===== src/rtl/cossim_load_sequencer.sv =====
// Load sequencer for the cosine-similarity wrapper: streams vct1/vct2 from the embedding RAM and captures the result.
// Optional macro COSSIM_THRESH_EN adds a thresh input and a registered match output (result >= thresh).
module cossim_load_sequencer #(
    parameter int unsigned D_Len       = 32,
    parameter int unsigned Ele_Num     = 128,
    parameter int unsigned AW          = 10,
    parameter int unsigned TIMEOUT_CYC = 4096
) (
    input  logic             clk,
    input  logic             rst,
    input  logic             start,
    input  logic             reuse_ref,
    input  logic [AW-1:0]    base1,
    input  logic [AW-1:0]    base2,
    output logic             busy,
    output logic             ref_valid,
    output logic             res_valid,
    output logic [D_Len-1:0] res_data,
    output logic             timeout_err,
    output logic             mem_rd_en,
    output logic [AW-1:0]    mem_addr,
    input  logic [D_Len-1:0] mem_rdata,
    output logic             cs_we,
    output logic [1:0]       cs_vct_sel,
    output logic [D_Len-1:0] cs_data_in,
    input  logic             cs_load_ready,
    input  logic [D_Len-1:0] cs_result,
`ifdef COSSIM_THRESH_EN
    input  logic [D_Len-1:0] thresh,
    output logic             match,
`endif
    input  logic             cs_done
);

    localparam int unsigned IW = (Ele_Num > 1) ? $clog2(Ele_Num) : 1;
    localparam int unsigned WW = $clog2(TIMEOUT_CYC + 1);

    typedef enum logic [1:0] {S_IDLE, S_FETCH, S_XFER, S_WAIT_DONE} state_e;

    state_e             state_q;
    logic [1:0]         phase_q;
    logic [IW-1:0]      idx_q;
    logic [WW-1:0]      wdog_q;
    logic               loaded_q;
    logic [AW-1:0]      base1_q, base2_q;
    logic               busy_q, ref_valid_q, res_valid_q, timeout_err_q;
    logic [D_Len-1:0]   res_data_q, cs_data_in_q;
    logic               mem_rd_en_q, cs_we_q;
    logic [AW-1:0]      mem_addr_q;
    logic [1:0]         cs_vct_sel_q;

    logic               last_c, xfer_c, wd_exp_c;
    logic [IW-1:0]      idx_nxt_c;
    logic [AW-1:0]      cur_base_c;

    always_comb begin
        last_c     = (idx_q == IW'(Ele_Num - 1));
        xfer_c     = (state_q == S_XFER) && cs_we_q && cs_load_ready;
        wd_exp_c   = (wdog_q == WW'(TIMEOUT_CYC - 1));
        idx_nxt_c  = idx_q + IW'(1);
        cur_base_c = (phase_q == 2'd1) ? base1_q : base2_q;
    end

`ifdef COSSIM_THRESH_EN
    logic match_q;

    // IEEE-754 ordering on raw words, NaNs excluded
    function automatic logic thresh_ge(input logic [D_Len-1:0] r, input logic [D_Len-1:0] t);
        logic ge;
        case ({r[D_Len-1], t[D_Len-1]})
            2'b00:   ge = (r >= t);
            2'b01:   ge = 1'b1;
            2'b10:   ge = (r[D_Len-2:0] == '0) && (t[D_Len-2:0] == '0);
            default: ge = (r <= t);
        endcase
        return ge;
    endfunction
`endif

    always_ff @(posedge clk or negedge rst) begin
        if (!rst) begin
            state_q       <= S_IDLE;
            phase_q       <= 2'd0;
            idx_q         <= '0;
            wdog_q        <= '0;
            loaded_q      <= 1'b0;
            base1_q       <= '0;
            base2_q       <= '0;
            busy_q        <= 1'b0;
            ref_valid_q   <= 1'b0;
            res_valid_q   <= 1'b0;
            timeout_err_q <= 1'b0;
            res_data_q    <= '0;
            cs_data_in_q  <= '0;
            mem_rd_en_q   <= 1'b0;
            mem_addr_q    <= '0;
            cs_we_q       <= 1'b0;
            cs_vct_sel_q  <= 2'd0;
`ifdef COSSIM_THRESH_EN
            match_q       <= 1'b0;
`endif
        end else begin
            mem_rd_en_q   <= 1'b0;
            res_valid_q   <= 1'b0;
            timeout_err_q <= 1'b0;
            case (state_q)
                S_IDLE: begin
                    if (start) begin
                        base1_q     <= base1;
                        base2_q     <= base2;
                        busy_q      <= 1'b1;
                        idx_q       <= '0;
                        wdog_q      <= '0;
                        mem_rd_en_q <= 1'b1;
                        state_q     <= S_FETCH;
                        if (reuse_ref && ref_valid_q) begin
                            phase_q    <= 2'd2;
                            mem_addr_q <= base2;
                        end else begin
                            phase_q     <= 2'd1;
                            ref_valid_q <= 1'b0;
                            mem_addr_q  <= base1;
                        end
                    end
                end
                S_FETCH: begin
                    state_q  <= S_XFER;
                    wdog_q   <= '0;
                    loaded_q <= 1'b0;
                end
                S_XFER: begin
                    if (xfer_c) begin
                        cs_we_q      <= 1'b0;
                        cs_vct_sel_q <= 2'd0;
                        wdog_q       <= '0;
                        if (!last_c) begin
                            idx_q       <= idx_nxt_c;
                            mem_rd_en_q <= 1'b1;
                            mem_addr_q  <= cur_base_c + AW'(idx_nxt_c);
                            state_q     <= S_FETCH;
                        end else if (phase_q == 2'd1) begin
                            ref_valid_q <= 1'b1;
                            phase_q     <= 2'd2;
                            idx_q       <= '0;
                            mem_rd_en_q <= 1'b1;
                            mem_addr_q  <= base2_q;
                            state_q     <= S_FETCH;
                        end else begin
                            state_q <= S_WAIT_DONE;
                        end
                    end else if (wd_exp_c) begin
                        timeout_err_q <= 1'b1;
                        ref_valid_q   <= 1'b0;
                        cs_we_q       <= 1'b0;
                        cs_vct_sel_q  <= 2'd0;
                        busy_q        <= 1'b0;
                        state_q       <= S_IDLE;
                    end else begin
                        wdog_q <= wdog_q + WW'(1);
                        // RAM data lands the cycle after the read strobe; capture it once
                        if (!loaded_q) begin
                            cs_data_in_q <= mem_rdata;
                            cs_we_q      <= 1'b1;
                            cs_vct_sel_q <= phase_q;
                            loaded_q     <= 1'b1;
                        end
                    end
                end
                S_WAIT_DONE: begin
                    if (cs_done) begin
                        res_data_q  <= cs_result;
                        res_valid_q <= 1'b1;
                        busy_q      <= 1'b0;
                        state_q     <= S_IDLE;
`ifdef COSSIM_THRESH_EN
                        match_q     <= thresh_ge(cs_result, thresh);
`endif
                    end else if (wd_exp_c) begin
                        timeout_err_q <= 1'b1;
                        ref_valid_q   <= 1'b0;
                        busy_q        <= 1'b0;
                        state_q       <= S_IDLE;
                    end else begin
                        wdog_q <= wdog_q + WW'(1);
                    end
                end
                default: state_q <= S_IDLE;
            endcase
        end
    end

    assign busy        = busy_q;
    assign ref_valid   = ref_valid_q;
    assign res_valid   = res_valid_q;
    assign res_data    = res_data_q;
    assign timeout_err = timeout_err_q;
    assign mem_rd_en   = mem_rd_en_q;
    assign mem_addr    = mem_addr_q;
    assign cs_we       = cs_we_q;
    assign cs_vct_sel  = cs_vct_sel_q;
    assign cs_data_in  = cs_data_in_q;
`ifdef COSSIM_THRESH_EN
    assign match       = match_q;
`endif

endmodule


===== config.mk =====
export PLATFORM = sky130hd
export DESIGN_NAME = cossim_load_sequencer
export DESIGN_NICKNAME = d
export VERILOG_FILES = /design/src/rtl/cossim_load_sequencer.sv
export SDC_FILE = /design/constraint.sdc
export NUM_CORES = 1
export LEC_CHECK = 0
export CORE_UTILIZATION = 40
export CTS_CLUSTER_SIZE = 30
export DETAILED_ROUTE_END_ITERATION = 8
export GPL_TIMING_DRIVEN = 0
export PLACE_DENSITY = 0.69
export SLEW_MARGIN = 25
export SYNTH_ARGS = -nofsm -noshare
export SYNTH_HDL_FRONTEND = slang
export SYNTH_SLANG_ARGS = --single-unit

===== constraint.sdc =====
create_clock -name clk -period 3.9 [get_ports clk]
set_input_delay 0.78 -clock clk [delete_from_list [all_inputs] [get_ports clk]]
set_output_delay 0.78 -clock clk [all_outputs]
set_load 0.02 [all_outputs]

==> impl_metrics.env, run 1 <==
export IMPL_cts_hold_buf=0
export IMPL_layout_drive_gt1_share=0.1466
export IMPL_worstSetupStartpointType="flip-flop"
export IMPL_rsz_0062_raised_after_global_routing="false"
export IMPL_yosysWarningCount=0
export IMPL_max_stage_delay_ns=0.56
export IMPL_final_tns_setup_ns=0
export IMPL_layout_core_utilization=0.5911
export IMPL_avg_synthesized_cell_area_um2=10.76
export IMPL_cts_buffers=17
export IMPL_run_status="finished, violations left"
export IMPL_cellPowerDensity_nw_per_um2=852.3
export IMPL_largest_clock_skew_in_the_final_design_ns=0.006155
export IMPL_ir_worst_vdd_uv=433.6
export IMPL_clock_pin_slew_reported_for_the_worst_setup_and_hold_paths_after_clock_tree_synthesis_ns=0.06
export IMPL_nNetsFinal=851
export IMPL_drt_drc_violations_left=20
export IMPL_cts_root_buf="sky130_fd_sc_hd__clkbuf_16"
export IMPL_place_hpwl_um=11640
export IMPL_holdCritPathClass="in2async"
export IMPL_leak_pwr_nw=3.783
export IMPL_clock_latency_ns=0.42
export IMPL_drt_total_wl_um=16130
export IMPL_first_pass_iters=7
export IMPL_gr_usage_all_layers=0.2128
export IMPL_timing_slew_headroom=0.3654
export IMPL_report_power_total_mw=7.378
export IMPL_fraction_of_registers_with_async_set_reset=1.000
export IMPL_synth_seq_cells=127
export IMPL_die_h_um=124.9
export IMPL_critPathLaunch="idx_q[0]"
export IMPL_critical_path_endpoint="mem_addr[7]"
export IMPL_globalRouteOverflowTotal=0
export IMPL_detailedRoute_firstIterationViolations=486
export IMPL_timing_setup_critical_path_class="reg2reg"
export IMPL_grt_max_degree=66
export IMPL_synth_lib_cells_used_distinct=57
export IMPL_cts_repair_timing_setup_buffer_count=0
export IMPL_max_cap_violations=0
export IMPL_cts_path_max_buffers=2
export IMPL_syn_cell_area_um2=6038
export IMPL_clock_tree_htree_level_count=4
export IMPL_first_pass_grt_wire_length_um=25830
export IMPL_floorplan_die_area_um2=15590
export IMPL_setup_violations_final=0
export IMPL_wl_per_cell_um=17.01
export IMPL_timing_critical_path_fanout_max=7
export IMPL_slowest_stage="sky130_fd_sc_hd__a2111oi_0"
export IMPL_worst_slew_pin_slew_ns=0.9438
export IMPL_worst_r2r_path_depth=10
export IMPL_rows=44
export IMPL_final_min_period_over_clock_period=0.8215
export IMPL_tritoncts="done"
export IMPL_port_buffers=170
export IMPL_rr_startpoint="idx_q[0]"
export IMPL_fp_dieW_um=124.9
export IMPL_synth_ff_type="sky130_fd_sc_hd__dfrtp_1"
export IMPL_final_max_slew_violation_count=0
export IMPL_yosysSeqAreaShare=0.5263
export IMPL_syn_nets=661
export IMPL_boundaryPins=172
export IMPL_grt_antenna_before_repair=0
export IMPL_timing_final_hold_violations=0
export IMPL_vias=5187
export IMPL_place_gp_congestion=0.9131
export IMPL_period_minus_slack_ns=3.204
export IMPL_layout_setup_ws_ns=0.6962
export IMPL_syn_to_final_growth_pct=43.35
export IMPL_first_global_vias=5128
export IMPL_detail_route_antenna_nets=0
export IMPL_core_area_um2=14640
export IMPL_timing_critical_path_mode_cell="sky130_fd_sc_hd__ha_1"
export IMPL_worst_path_arrival_ns=3.50
export IMPL_place_worst_setup_slack_ns=0.7848
export IMPL_failed_checks="DRC"
export IMPL_reg2reg_slack_ns=0.70
export IMPL_num_antenna_cells=0
export IMPL_initial_core_utilization=0.4123
export IMPL_synth_edf_count=0
export IMPL_setup_worst_path_end_class="flip-flop"
export IMPL_post_synth_inst_count=561
export IMPL_viasPerCell=5.472
export IMPL_clock_sink_count=127
export IMPL_crit_reg2reg_capture="mem_addr[7]"
export IMPL_post_cts_resized_instances=0
export IMPL_fmax_mhz=312.1
export IMPL_path_cells="ha_1, and2_1, clkbuf_1, nand4_1, xnor2_1, ha_1, a2111oi_0, a21oi_1, or3_1, a32o_1"
export IMPL_worstPathRequired_ns=4.20
==> sequential cells by signal, indices dropped and copies added, names as in the netlist, 2 cells and up <==
register	count
cs_data_in	32
res_data	32
wdog_q	13
base1_q	10
base2_q	10
mem_addr	10
idx_q	7
cs_vct_sel	2
phase_q	2
state_q	2
==> report_power, final <==
group / total (mW) / switching, mW / internal (mW)
Combinational: 3.39 / 1.78 / 1.61
Sequential: 2.24 / 0.349 / 1.90
Clock: 1.75 / 0.594 / 1.15
==> area by class of cell <==
class,count,area (µm²)
repair buffers,171,1734
clock inverters,13,210.2
inverters,7,26.28
well taps,184,230.2
fillers,1183,5988
multi-input cells,398,2678
plain buffers,29,156.4
flip-flops and latches,127,3178
clock buffers,19,442.9
==> stage by stage <==
| step | cell area (µm²) | hold slack (ns) | cells |
|---|---|---|---|
| final | 8656 | 0.2848 | 948 |
| after global routing | 8656 | 0.3153 | 948 |
| after CTS | 8656 | 0.3101 | 948 |
| after detailed placement | 8003 | 0.4676 | 916 |
| after global placement | 7970 | 0.4628 | 915 |
| after floorplan | 6038 | 0.4450 | 561 |
==> cells in the final DEF (no fill, tap or decap), types with 4 or more instances in the layout <==
cell	n
sky130_fd_sc_hd__a211oi_1	12
sky130_fd_sc_hd__a21oi_1	21
sky130_fd_sc_hd__a31oi_1	9
sky130_fd_sc_hd__and3_1	7
sky130_fd_sc_hd__buf_2	8
sky130_fd_sc_hd__buf_6	5
sky130_fd_sc_hd__bufinv_16	5
sky130_fd_sc_hd__clkbuf_1	15
sky130_fd_sc_hd__clkbuf_16	17
sky130_fd_sc_hd__clkdlybuf4s50_1	169
sky130_fd_sc_hd__clkinvlp_4	5
sky130_fd_sc_hd__dfrtp_1	127
sky130_fd_sc_hd__ha_1	9
sky130_fd_sc_hd__inv_1	6
sky130_fd_sc_hd__mux2_1	7
sky130_fd_sc_hd__mux2_2	63
sky130_fd_sc_hd__mux2i_1	5
sky130_fd_sc_hd__nand2_1	132
sky130_fd_sc_hd__nand3_1	18
sky130_fd_sc_hd__nand4_1	4
sky130_fd_sc_hd__nor2_1	10
sky130_fd_sc_hd__nor3_1	4
sky130_fd_sc_hd__o21ai_0	16
sky130_fd_sc_hd__o311ai_0	4
sky130_fd_sc_hd__o31ai_1	9
sky130_fd_sc_hd__o41ai_1	4
sky130_fd_sc_hd__or3_1	4
sky130_fd_sc_hd__xnor2_1	4
==> logic make-up after synthesis <==
group,Yosys count,share of synthesized area
flip-flops,127,0.5263
AND/OR/NAND/NOR,198,0.1486
XOR/XNOR,7,0.01015
multiplexers,75,0.1388
AO/OA/AOI/OAI,108,0.1239
adder cells (fa/ha/maj),10,0.02196
buffers and inverters,36,0.03025
==> synthesized netlist by cell type (3+ instances only) <==
cell,count,area [µm²]
sky130_fd_sc_hd__and2_1,3,18.77
sky130_fd_sc_hd__a21o_1,3,22.52
sky130_fd_sc_hd__nor2_1,10,37.54
sky130_fd_sc_hd__mux2_2,63,709.4
sky130_fd_sc_hd__a22o_1,3,26.28
sky130_fd_sc_hd__dfrtp_1,127,3178
sky130_fd_sc_hd__a21oi_1,21,105.1
sky130_fd_sc_hd__a32o_1,3,30.03
sky130_fd_sc_hd__nand3_1,18,90.09
sky130_fd_sc_hd__o31a_1,3,26.28
sky130_fd_sc_hd__o311ai_0,4,35.03
sky130_fd_sc_hd__o41ai_1,4,35.03
sky130_fd_sc_hd__o31ai_1,9,67.56
sky130_fd_sc_hd__and3_1,7,43.79
sky130_fd_sc_hd__and4_1,3,26.28
sky130_fd_sc_hd__xnor2_1,4,35.03
sky130_fd_sc_hd__mux2i_1,5,50.05
sky130_fd_sc_hd__nand4_1,4,25.02
sky130_fd_sc_hd__buf_6,5,56.30
sky130_fd_sc_hd__xor2_1,3,26.28
sky130_fd_sc_hd__clkbuf_1,14,52.55
sky130_fd_sc_hd__o21a_1,3,22.52
sky130_fd_sc_hd__o211ai_1,3,22.52
sky130_fd_sc_hd__inv_1,6,22.52
sky130_fd_sc_hd__ha_1,9,112.6
sky130_fd_sc_hd__mux2_1,7,78.83
sky130_fd_sc_hd__o21ai_0,16,80.08
sky130_fd_sc_hd__a211oi_1,12,90.09
sky130_fd_sc_hd__buf_2,8,40.04
sky130_fd_sc_hd__a31oi_1,9,56.30
sky130_fd_sc_hd__nor3_1,4,20.02
sky130_fd_sc_hd__or3_1,4,25.02
sky130_fd_sc_hd__nand2_1,132,495.5
==> per-layer routing <==
metal | part of all wire | vias to the layer above | global-route usage
met5 | 0 | - | 0
met4 | 0.017 | 0 | 0.06958
met3 | 0.097 | 35 | 0.08548
met2 | 0.47 | 258 | 0.3440
met1 | 0.42 | 2493 | 0.2589
li1 | - | 2401 | -
==> how the worst min path moves through the flow <==
stage,endpoint,slack (ns),startpoint,cells after the start
3_3_place_gp,wdog_q[12],0.46,wdog_q[12],1
3_5_place_dp,base1_q[4],0.47,base1_q[4],2
4_1_cts,base2_q[5],0.31,rst,1
5_1_grt,base1_q[5],0.32,rst,1
2_1_floorplan,base1_q[9],0.44,base1_q[9],2
6_report,base1_q[5],0.28,rst,1
==> worst max-delay path, delay by kind of cell (launching register included) <==
| kind | cells | cell delay, ns |
|---|---|---|
| buf+inv | 1 | 0.20 |
| compound gates | 3 | 0.97 |
| fa+ha+maj | 2 | 0.59 |
| flops | 1 | 0.42 |
| xor+xnor | 1 | 0.25 |
| simple gates | 3 | 0.65 |
Note: power is estimated with default switching activity, not from simulation.
==> run 2, diff against run 1 <==
--- a/config.mk
+++ b/config.mk
@@ -9,7 +9,7 @@
 export CTS_CLUSTER_SIZE = 30
 export DETAILED_ROUTE_END_ITERATION = 8
 export GPL_TIMING_DRIVEN = 0
-export PLACE_DENSITY = 0.69
+export PLACE_DENSITY = 0.72
 export SLEW_MARGIN = 25
 export SYNTH_ARGS = -nofsm -noshare
 export SYNTH_HDL_FRONTEND = slang
==> constraint.sdc (replaced) <==
create_clock -name clk -period 2.94 [get_ports clk]
set_input_delay 0.588 -clock clk [delete_from_list [all_inputs] [get_ports clk]]
set_output_delay 0.588 -clock clk [all_outputs]
set_load 0.02 [all_outputs]
==> impl_metrics.env, run 2 (synthesized netlist as in run 1, its figures left out) <==
export IMPL_run_status="finished, violations left"
export IMPL_failed_checks="DRC"
export IMPL_first_pass_grt_wire_length_um=26330
export IMPL_clock_pin_slew_reported_for_the_worst_setup_and_hold_paths_after_clock_tree_synthesis_ns=0.06
export IMPL_layout_core_utilization=0.5915
export IMPL_report_power_total_mw=9.683
export IMPL_max_stage_delay_ns=0.45
export IMPL_wl_met2_um=7272
export IMPL_clock_tree_htree_level_count=4
export IMPL_final_max_slew_violation_count=0
export IMPL_critical_path_endpoint="mem_addr[4]"
export IMPL_layout_cells_most_common_list="sky130_fd_sc_hd__clkdlybuf4s50_1 (169), sky130_fd_sc_hd__nand2_1 (132), sky130_fd_sc_hd__dfrtp_1 (126)"
export IMPL_worstPathRequired_ns=3.26
export IMPL_critPathLaunch="phase_q[1]"
export IMPL_final_tns_setup_ns=0
export IMPL_grt_max_degree=77
export IMPL_switchingPower_mw=3.678
export IMPL_reg2reg_slack_ns=0.17
export IMPL_timing_critical_path_mode_cell="sky130_fd_sc_hd__nand2_1"
export IMPL_crit_reg2reg_capture="mem_addr[4]"
export IMPL_worst_path_arrival_ns=3.09
export IMPL_rr_startpoint="phase_q[1]"
export IMPL_worst_slew_pin_slew_ns=0.9183
export IMPL_rsz_0062_raised_after_global_routing="false"
export IMPL_max_cap_violations=0
export IMPL_viasPerCell=5.423
export IMPL_hold_ws_ns=0.06202
export IMPL_cts_path_max_buffers=2
export IMPL_clock_latency_ns=0.43
export IMPL_timing_critical_path_fanout_max=10
export IMPL_mostFrequentLayoutCell="sky130_fd_sc_hd__clkdlybuf4s50_1"
export IMPL_cts_root_buf="sky130_fd_sc_hd__clkbuf_16"
export IMPL_setup_violations_final=0
export IMPL_worstSetupStartpointType="flip-flop"
export IMPL_floorplan_die_area_um2=15590
export IMPL_fmax_mhz=361.7
export IMPL_clock_sink_count=127
export IMPL_setup_worst_path_end_class="flip-flop"
export IMPL_rows=44
export IMPL_first_global_vias=5306
export IMPL_drt_total_wl_um=16070
export IMPL_routedLengthMet1_um=6861
export IMPL_gr_usage_all_layers=0.2170
export IMPL_leak_pwr_nw=3.787
export IMPL_layout_drive_gt1_share=0.1599
export IMPL_wl_met3_um=1666
export IMPL_cellPowerDensity_nw_per_um2=1118
export IMPL_ir_worst_vdd_uv=656.8
export IMPL_port_buffers=170
export IMPL_detail_route_antenna_nets=0
export IMPL_syn_to_final_growth_pct=43.45
export IMPL_final_min_period_over_clock_period=0.9405
export IMPL_fp_dieW_um=124.9
export IMPL_tritoncts="done"
export IMPL_die_h_um=124.9
export IMPL_boundaryPins=172
export IMPL_place_gp_congestion=0.9018
export IMPL_num_antenna_cells=0
export IMPL_vias=5136
export IMPL_place_hpwl_um=11480
export IMPL_slowest_stage="sky130_fd_sc_hd__fa_1"
export IMPL_pwr_share_seq=0.308
export IMPL_cts_buffers=17
export IMPL_timing_slew_headroom=0.3826
export IMPL_largest_clock_skew_in_the_final_design_ns=0.01058
export IMPL_clkPwrFrac=0.225
export IMPL_period_minus_slack_ns=2.765
export IMPL_internal_power_mw=6.005
export IMPL_cts_hold_buf=0
export IMPL_power_share_of_the_combinational_group=0.467
export IMPL_grt_antenna_before_repair=0
export IMPL_first_pass_iters=7
export IMPL_wl_per_cell_um=16.97
export IMPL_core_area_um2=14640
export IMPL_detailedRoute_firstIterationViolations=469
export IMPL_worst_r2r_path_depth=11
export IMPL_timing_final_hold_violations=0
export IMPL_timing_setup_critical_path_class="reg2reg"
export IMPL_p_sw_frac=0.3799
export IMPL_nNetsFinal=850
export IMPL_holdCritPathClass="in2async"
export IMPL_maxUsedRoutingLayer="met4"
export IMPL_drt_drc_violations_left=20
export IMPL_path_cells="nand2b_1, buf_2, nand2_1, nand2_1, ha_1, fa_1, a211oi_2, nor2_1, nor3_1, a211oi_1, o31ai_1"
export IMPL_initial_core_utilization=0.4123
export IMPL_globalRouteOverflowTotal=0
run 2: changes by cell type in the layout (fill, tap and decap cells not counted), sizes merged:
cell,before,now
inv,9,10
clkinv,1,4
bufinv,5,3
clkbuf,33,31
buf,17,16
run 2: power by group through the flow:
stage	Sequential (mW)	Combinational, mW	Clock [mW]
floorplan	3.61	1.95	0
global placement	2.96	4.37	0
detailed placement	3.00	4.47	0
CTS	2.98	4.49	2.22
global route	3.08	4.86	2.30
finish	2.98	4.53	2.18
run 2: final cells by class:
class,instances,area [µm²]
buffer,28,156.4
multi-input combinational,398,2723
clock inverter,15,187.7
tap,184,230.2
clock buffer,17,425.4
sequential,127,3179
timing repair buffer,171,1734
fill,1205,5982
inverter,7,26.28
run 2: critical path: cells and delay by family, from the launching register on:
kind            cells  cell delay, ns
compound gates      3            0.66
fa+ha+maj           2            0.67
buf+inv             1            0.20
flops               1            0.43
simple gates        5            0.68
run 2: timing repair:
item                                    in CTS  in global routing
gates resized for setup                      3                  9
setup buffers                                0                  0
cloned                                       0                  0
endpoints found under the setup margin       3                  4
run 2: per-stage QoR:
stage / cells / area [µm²] / worst slack [ns]
2_1_floorplan: 561 / 6038 / 0.2011
3_3_place_gp: 915 / 7970 / -3.679
3_5_place_dp: 916 / 8003 / -0.1673
4_1_cts: 947 / 8620 / 0.06609
5_1_grt: 947 / 8662 / 0.002386
6_report: 947 / 8662 / 0.1750
run 2: worst min path at each step:
stage	depth (start not counted)	to	slack, ns
2_1_floorplan	0	base1_q[0]	0.29
3_3_place_gp	2	base1_q[9]	0.46
3_5_place_dp	2	base1_q[3]	0.47
4_1_cts	1	mem_addr[2]	0.06
5_1_grt	1	mem_addr[2]	0.08
6_report	1	mem_addr[2]	0.06
run 2: routing by layer:
metal,global-route usage,vias up
met2,0.3295,254
met5,0,-
met3,0.08333,20
met4,0.08895,0
li1,-,2392
met1,0.2774,2470
==> run 3, diff against run 2 <==
--- a/config.mk
+++ b/config.mk
@@ -5,11 +5,11 @@
 export SDC_FILE = /design/constraint.sdc
 export NUM_CORES = 1
 export LEC_CHECK = 0
-export CORE_UTILIZATION = 40
+export CORE_UTILIZATION = 52
 export CTS_CLUSTER_SIZE = 30
 export DETAILED_ROUTE_END_ITERATION = 8
 export GPL_TIMING_DRIVEN = 0
-export PLACE_DENSITY = 0.72
+export PLACE_DENSITY = 0.86
 export SLEW_MARGIN = 25
 export SYNTH_ARGS = -nofsm -noshare
 export SYNTH_HDL_FRONTEND = slang
==> constraint.sdc (replaced) <==
create_clock -name clk -period 3.38 [get_ports clk]
set_input_delay 0.676 -clock clk [delete_from_list [all_inputs] [get_ports clk]]
set_output_delay 0.676 -clock clk [all_outputs]
set_load 0.02 [all_outputs]
==> impl_metrics.env, run 3 (synthesized netlist as in run 1, its figures left out) <==
export IMPL_timing_critical_path_mode_cell="sky130_fd_sc_hd__ha_1"
export IMPL_cellPowerDensity_nw_per_um2=971.0
export IMPL_timing_slew_headroom=0.3192
export IMPL_ir_worst_vdd_uv=720.8
export IMPL_timing_critical_path_fanout_max=7
export IMPL_worst_path_arrival_ns=3.46
export IMPL_place_hpwl_um=12240
export IMPL_mostFrequentLayoutCell="sky130_fd_sc_hd__clkdlybuf4s50_1"
export IMPL_detail_route_antenna_nets=0
export IMPL_worstPathRequired_ns=3.69
export IMPL_grt_max_degree=89
export IMPL_setup_worst_path_end_class="flip-flop"
export IMPL_syn_to_final_growth_pct=40.68
export IMPL_nNetsFinal=851
export IMPL_floorplan_die_area_um2=12050
export IMPL_port_buffers=170
export IMPL_clock_pin_slew_reported_for_the_worst_setup_and_hold_paths_after_clock_tree_synthesis_ns=0.05
export IMPL_place_worst_setup_slack_ns=0.2187
export IMPL_rsz_0062_raised_after_global_routing="false"
export IMPL_globalRouteOverflowTotal=0
export IMPL_slowest_stage="sky130_fd_sc_hd__dfrtp_1"
export IMPL_wl_per_cell_um=18.89
export IMPL_clock_latency_ns=0.42
export IMPL_cts_repair_timing_setup_buffer_count=0
export IMPL_place_gp_congestion=0.9482
export IMPL_vias=5291
export IMPL_die_h_um=109.8
export IMPL_fmax_mhz=316.7
export IMPL_place_area_um2=7948
export IMPL_first_pass_grt_wire_length_um=27010
export IMPL_worstSetupStartpointType="flip-flop"
export IMPL_fp_dieW_um=109.8
export IMPL_timing_final_hold_violations=0
export IMPL_boundaryPins=172
export IMPL_layout_drive_gt1_share=0.1430
export IMPL_final_max_slew_violation_count=0
export IMPL_core_area_um2=11080
export IMPL_max_cap_violations=0
export IMPL_grt_antenna_before_repair=0
export IMPL_num_antenna_cells=0
export IMPL_worst_slew_pin_slew_ns=1.013
export IMPL_finalInstanceArea_um2=8494
export IMPL_largest_clock_skew_in_the_final_design_ns=0.006408
export IMPL_first_global_vias=5389
export IMPL_layout_cells_most_common_list="sky130_fd_sc_hd__clkdlybuf4s50_1 (169), sky130_fd_sc_hd__nand2_1 (132), sky130_fd_sc_hd__dfrtp_1 (127)"
export IMPL_tritoncts="done"
export IMPL_layout_setup_ws_ns=0.2225
export IMPL_initial_core_utilization=0.5451
export IMPL_cts_buffers=17
export IMPL_run_status="completed"
export IMPL_rows=38
export IMPL_detailedRoute_firstIterationViolations=566
export IMPL_drt_total_wl_um=17040
export IMPL_gr_usage_all_layers=0.3053
export IMPL_cts_root_buf="sky130_fd_sc_hd__clkbuf_16"
export IMPL_first_pass_iters=6
export IMPL_drt_drc_violations_left=0
export IMPL_setup_violations_final=0
export IMPL_clock_sink_count=127
export IMPL_period_minus_slack_ns=3.157
export IMPL_cts_path_max_buffers=2
export IMPL_leak_pwr_nw=3.752
export IMPL_holdCritPathClass="in2async"
export IMPL_path_cells="ha_1, and2_1, clkbuf_1, nand4_1, xnor2_1, ha_1, o211a_1, a211oi_1, a21oi_1, or3_1, a32o_1"
export IMPL_viasPerCell=5.866
export IMPL_final_min_period_over_clock_period=0.9342
export IMPL_clock_tree_htree_level_count=4
export IMPL_max_stage_delay_ns=0.44
export IMPL_timing_setup_critical_path_class="reg2reg"
## run 3: final cells by class
class	instances	area, µm²
buffer	29	156.4
tap	140	175.2
clock inverter	7	62.56
timing repair buffer	171	1734
clock buffer	23	478.0
inverter	7	26.28
sequential	127	3178
multi-input combinational	398	2684
fill	695	2584
## run 3: path summary, 6_finish.rpt
kind / from / endpoint / slack, ns / cells after the start
max: idx_q[0] / mem_addr[7] / 0.22 / 11
min: rst / cs_data_in[9] / 0.12 / 1
max reg2reg: idx_q[0] / mem_addr[7] / 0.22 / 11
min reg2reg: base1_q[6] / base1_q[6] / 0.48 / 2
max in group asynchronous: rst / base1_q[0] / 2.54 / 2
min in group clk: base1_q[6] / base1_q[6] / 0.48 / 2
## run 3: per-stage QoR
stage / TNS [ns] / total power [mW] / cells / utilization / hold slack (ns)
5_1_grt: 0 / 8.712 / 902 / 0.7668 / 0.1436
3_3_place_gp: -393.97 / 6.374 / 871 / 0.7145 / 0.4607
2_1_floorplan: 0 / 4.838 / 561 / - / 0.3804
4_1_cts: 0 / 8.251 / 902 / 0.7662 / 0.1298
3_5_place_dp: 0 / 6.519 / 872 / 0.7174 / 0.4645
6_report: 0 / 8.248 / 902 / 0.7668 / 0.1238
## run 3: critical path, delay by kind of cell, from the launching register on
| family | cells | cell delay, ns |
|---|---|---|
| XOR/XNOR | 1 | 0.29 |
| adder cells (fa/ha/maj) | 2 | 0.62 |
| AND/OR/NAND/NOR | 3 | 0.62 |
| AO/OA/AOI/OAI | 4 | 0.80 |
| buffers and inverters | 1 | 0.27 |
| flip-flops | 1 | 0.44 |
## run 3: power breakdown
group	internal [mW]	total, mW	switching (mW)	leakage [nW]
logic	1.85	3.95	2.10	1.92
clock network	1.05	1.69	0.637	0.268
registers	2.19	2.60	0.417	1.56
## run 3: what timing repair did
action                     in CTS  in global routing
setup endpoints to repair       0                  2
hold buffers                    0                  0
resized for setup               0                  2
## run 3: routing by layer
| metal | track usage | routed length [µm] |
|---|---|---|
| met1 | 0.3486 | 6434 |
| met2 | 0.5211 | 8669 |
| met3 | 0.09069 | 1329 |
| met4 | 0.1514 | 603 |
| met5 | 0 | 0 |
